$ cat src/rtl/instr_mem_loader.sv
// Instruction memory loader: receives a length-prefixed program image over a
// byte-serial link and writes it word by word into instruction memory while
// holding the CPU in reset.
module instr_mem_loader #(
  parameter int unsigned RAM_SIZE     = 256,
  parameter int unsigned RAM_SIZE_BIT = 8
) (
  input  logic                  clk,
  input  logic                  reset,
  input  logic                  start,
  input  logic                  byte_valid,
  input  logic [7:0]            byte_data,
  output logic                  mem_we,
  output logic [31:0]           mem_addr,
  output logic [31:0]           mem_wdata,
  output logic                  cpu_hold,
  output logic                  done,
  output logic                  error,
  output logic [RAM_SIZE_BIT:0] word_count
);

  typedef enum logic [2:0] {
    S_IDLE,
    S_LEN_HI,
    S_LEN_LO,
    S_DATA,
    S_DONE,
    S_ERROR
  } state_t;

  state_t                r_state;
  state_t                w_next;
  logic [15:0]           r_len;
  logic [31:0]           r_asm;
  logic [1:0]            r_idx;
  logic [RAM_SIZE_BIT:0] r_wc;
  logic                  r_we;
  logic [31:0]           r_addr;
  logic [31:0]           r_wdata;

  logic                  w_can_start;
  logic                  w_start;
  logic [15:0]           w_len;
  logic                  w_len_bad;
  logic                  w_last_wr;
  logic                  w_accept;
  logic [31:0]           w_word;

  // Decode of start/length/byte acceptance conditions
  always_comb begin
    w_can_start = (r_state == S_IDLE) || (r_state == S_DONE) || (r_state == S_ERROR);
    w_start     = w_can_start && start;
    w_len       = {r_len[15:8], byte_data};
    w_len_bad   = (w_len == 16'd0) || ({16'd0, w_len} > RAM_SIZE);
    // The write cycle of word N ends the load; a byte arriving then is not part of the frame.
    w_last_wr   = r_we && (32'(r_wc) == 32'(r_len));
    w_accept    = (r_state == S_DATA) && byte_valid && !w_last_wr;
    w_word      = {r_asm[23:0], byte_data};
  end

  // State register
  always_ff @(posedge clk) begin
    if (reset) r_state <= S_IDLE;
    else       r_state <= w_next;
  end

  // Next-state logic
  always_comb begin
    w_next = r_state;
    case (r_state)
      S_IDLE, S_DONE, S_ERROR: if (start) w_next = S_LEN_HI;
      S_LEN_HI:                if (byte_valid) w_next = S_LEN_LO;
      S_LEN_LO:                if (byte_valid) w_next = w_len_bad ? S_ERROR : S_DATA;
      S_DATA:                  if (w_last_wr) w_next = S_DONE;
      default:                 w_next = S_IDLE;
    endcase
  end

  // Status outputs decoded from the current state
  always_comb begin
    cpu_hold = 1'b0;
    done     = 1'b0;
    error    = 1'b0;
    case (r_state)
      S_LEN_HI, S_LEN_LO, S_DATA: cpu_hold = 1'b1;
      S_DONE:                     done     = 1'b1;
      S_ERROR:                    error    = 1'b1;
      default:                    ;
    endcase
  end

  // Length capture, word assembly and memory write generation
  always_ff @(posedge clk) begin
    if (reset) begin
      r_len   <= '0;
      r_asm   <= '0;
      r_idx   <= '0;
      r_wc    <= '0;
      r_we    <= 1'b0;
      r_addr  <= '0;
      r_wdata <= '0;
    end else begin
      r_we <= 1'b0;
      if (w_start) begin
        r_wc  <= '0;
        r_idx <= '0;
      end
      if ((r_state == S_LEN_HI) && byte_valid) r_len[15:8] <= byte_data;
      if ((r_state == S_LEN_LO) && byte_valid) r_len[7:0]  <= byte_data;
      if (w_accept) begin
        r_asm <= w_word;
        r_idx <= r_idx + 2'd1;
        if (r_idx == 2'd3) begin
          r_we    <= 1'b1;
          r_wdata <= w_word;
          r_addr  <= 32'(r_wc) << 2;
          r_wc    <= r_wc + 1'b1;
        end
      end
    end
  end

  assign mem_we     = r_we;
  assign mem_addr   = r_addr;
  assign mem_wdata  = r_wdata;
  assign word_count = r_wc;

endmodule

$ cat config.mk
export PLATFORM = sky130hd
export DESIGN_NAME = instr_mem_loader
export DESIGN_NICKNAME = d
export VERILOG_FILES = /design/src/rtl/instr_mem_loader.sv
export SDC_FILE = /design/constraint.sdc
export NUM_CORES = 1
export LEC_CHECK = 0
export BUFFER_PORTS_ARGS = -buffer_cell sky130_fd_sc_hd__buf_2
export CAP_MARGIN = 20
export CORE_ASPECT_RATIO = 0.9
export CORE_MARGIN = 4
export CORE_UTILIZATION = 36
export CTS_CLUSTER_DIAMETER = 60
export CTS_CLUSTER_SIZE = 10
export DETAILED_ROUTE_END_ITERATION = 7
export PLACE_DENSITY = 0.54
export REMOVE_ABC_BUFFERS = 1
export SYNTH_ARGS = -nofsm -noshare
export SYNTH_HDL_FRONTEND = slang
export SYNTH_SLANG_ARGS = --single-unit
$ cat constraint.sdc
create_clock -name clk -period 3.6 [get_ports clk]
set_input_delay 0.36 -clock clk [delete_from_list [all_inputs] [get_ports clk]]
set_output_delay 0.36 -clock clk [all_outputs]
set_load 0.02 [all_outputs]
==> results.cfg <==
[cells_and_area]
fin_nets = 559
area_delta_synth_final_pct = 14.69
drive_gt1_frac = 0.1836
n_antenna_cell = 0

[logic_synthesis]
synth_enable_flop_cells = 0
synth_area_leaders = dfxtp_1 46%, a21oi_1 9.4%, nand3_1 8.9%, o21ai_0 7.6%, buf_4 4.2%
synth.most_common_cell = dfxtp_1
yosysTopAreaCell = dfxtp_1
syn_area_mm2 = 0.004155
synth_commonest_cells = 96 x dfxtp_1, 78 x a21oi_1, 74 x nand3_1
synthArstFlopShare = 0
seq_area_frac_synth = 0.4625
syn_inst = 507
syn_area_per_cell_um2 = 8.196
post_synth_num_cell_types = 40
ys.warnings.count = 0
synth_seq_cells = 96
synth_ff_type = dfxtp_1
synth_top_area_frac = 0.4625

[setup_path]
start_kind = flip-flop
path_class = reg -> reg
cpMaxStageDelayCell = or4_2
cpPeakStageDelay_ns = 0.72
endpoint_kind = flip-flop
cp_max_fo = 70
crit_chain = nor4_2, nand4_1, or4_2, buf_4, nand3_1, mux2i_1
cp.required_ns = 3.87
worstPathArrival_ns = 2.68

[power_and_ir_drop]
p_leak_nw = 1.767
p_comb_frac = 0.057
seq_power_share = 0.510
p_clk_frac = 0.433
powerDensity_mw_per_mm2 = 445.4
sw_frac_of_total = 0.2381
p_switching_mw = 0.5055
p_int_mw = 1.617
vdd_drop_max_v = 0.0002079

[floorplan]
die_w_um = 121.2
fp.dieH_um = 109.9
num_rows = 36
dieArea_mm2 = 0.01333
initial_core_util = 0.3765
core_area_mm2 = 0.01104
pin_count = 89

[clock_tree]
holdBufCountCts = 0
clock_sinks = 96
ctsResizeCount = 0
path_clk_slew_ns = 0.07
cts_tree = yes
clk_latency_ns = 0.34
htree_levels = 3
max-clock-path-buffers = 2
cts_buffers = 9
clock-root-buffer = clkbuf_16
cts_setup_buffers = 0

[drt]
m1WireLength_mm = 5.231
routedWlPerCell_um = 15.10
drt_iter0_markers = 272
antenna_left = 0
wl_met3_um = 500
dr.pass1.iters = 4
dr.max_layer_used = met4
via_per_inst = 5.185
vias = 3640
met2WireLength_mm = 4.804
routed_wl_mm = 10.60
drcViolationCount = 0

[placement]
place_hpwl_mm = 6.820
gp_congestion = 0.7781
port_buffers = 65
place_ws_ns = 1.173

[global_route]
antenna_found_initial = 0
grtUsageTotal = 0.1571
grt_pass1_wl_mm = 16.86
grt_max_degree = 71
grt_pass1_vias = 3303
grt.overflow.total = 0

[timing]
period_share = 0.6697
fin_crit_ns = 2.411
setup_viol = 0
setup_tns_ns = 0
worstMarginPinSlew_ns = 0.8663
slew_violations = 0
fmax_mhz = 414.8
slew_headroom = 0.4180
hold_viol_final = 0
setup_ws_ns = 1.189
rsz0062_at_grt = false
final.setup_skew_ns = 0.009349

[outcome]
status = completed

[job]
cap_violations = 0

[min_path]
hold_class = in -> reg
[metal layers]
| layer | track usage | vias to the layer above |
|---|---|---|
| li1 | - | 1814 |
| met1 | 0.2175 | 1739 |
| met2 | 0.2467 | 82 |
| met3 | 0.04321 | 5 |
| met4 | 0.03360 | 0 |
| met5 | 0 | - |
[stage by stage]
step                utilization  hold slack [ns]  cell area, um^2  cells  power, mW
floorplan                     -           0.4291             3884    460      1.175
global placement         0.4060           0.4528             4481    686      1.227
detailed placement       0.4060           0.4594             4481    686      1.228
CTS                      0.4319           0.2727             4766    702      2.146
global route             0.4319           0.3007             4766    702      2.201
finish                   0.4319           0.2837             4766    702      2.123
[power groups by stage]
stage / registers [mW] / clock network [mW] / logic [mW]
after global placement: 1.11 / 0 / 0.121
after detailed placement: 1.11 / 0 / 0.122
after global routing: 1.08 / 0.984 / 0.134
after CTS: 1.08 / 0.942 / 0.122
final: 1.08 / 0.919 / 0.122
after floorplan: 1.10 / 0 / 0.0720
[critical path: cells and delay by family, from the launching register on]
kind          cells  cell delay (ns)
buf+inv           1             0.36
flops             1             0.32
mux               1             0.19
simple gates      4             1.45
[final cells by class]
cell class              instances  area, um^2
clock buffers                  13       260.3
clock inverters                 3       25.02
fillers                      1141        6270
inverters                       2       7.507
multi-input cells             362        1968
flip-flops and latches         96        1922
well taps                     152       190.2
repair buffers                 74       392.9
[layout by cell type (no fill, tap or decap), types with 3 or more instances in the layout]
cell / synthesis / layout
xnor2_1: 8 / 8
nand2b_1: 5 / 5
conb_1: 1 / 23
nor2_1: 17 / 16
nand3_1: 74 / 74
nor3_1: 6 / 6
dfxtp_1: 96 / 96
a21oi_1: 78 / 78
clkbuf_16: 0 / 9
o211ai_1: 4 / 4
mux2i_1: 15 / 15
buf_4: 23 / 9
and3_1: 3 / 3
or3_1: 3 / 3
buf_2: 7 / 65
o21ai_0: 63 / 63
nand2_1: 28 / 28
or2_2: 7 / 7
[worst paths after layout]
| kind | start | slack (ns) | depth (start not counted) | endpoint |
|---|---|---|---|---|
| min reg2reg | r_len[4]$_SDFFE_PP0P_ | 0.47 | 2 | r_len[4]$_SDFFE_PP0P_ |
| min | start | 0.28 | 2 | r_state[2]$_SDFFE_PP0P_ |
| max reg2reg | r_len[15]$_SDFFE_PP0P_ | 1.19 | 6 | word_count[3]$_SDFF_PP0_ |
| max | r_len[15]$_SDFFE_PP0P_ | 1.19 | 6 | word_count[3]$_SDFF_PP0_ |
[cells by family after synthesis]
kind of cell / count (synthesis) / share of synthesized area
AO/OA/AOI/OAI: 156 / 0.1972
XOR/XNOR: 8 / 0.01686
adder cells (fa/ha/maj): 2 / 0.006021
buffers and inverters: 71 / 0.08703
flip-flops: 96 / 0.4625
multiplexers: 16 / 0.03884
other: 1 / 0.0009025
AND/OR/NAND/NOR: 157 / 0.1906
[state kept, by name, indices dropped and copies added (netlist names)]
| register | flops |
|---|---|
| r_asm | 24 |
| r_idx | 2 |
| mem_addr | 9 |
| r_len | 16 |
| word_count | 9 |
| r_state | 3 |
| mem_wdata | 32 |
| mem_we | 1 |
No activity file was read; power rests on OpenSTA's default activity.
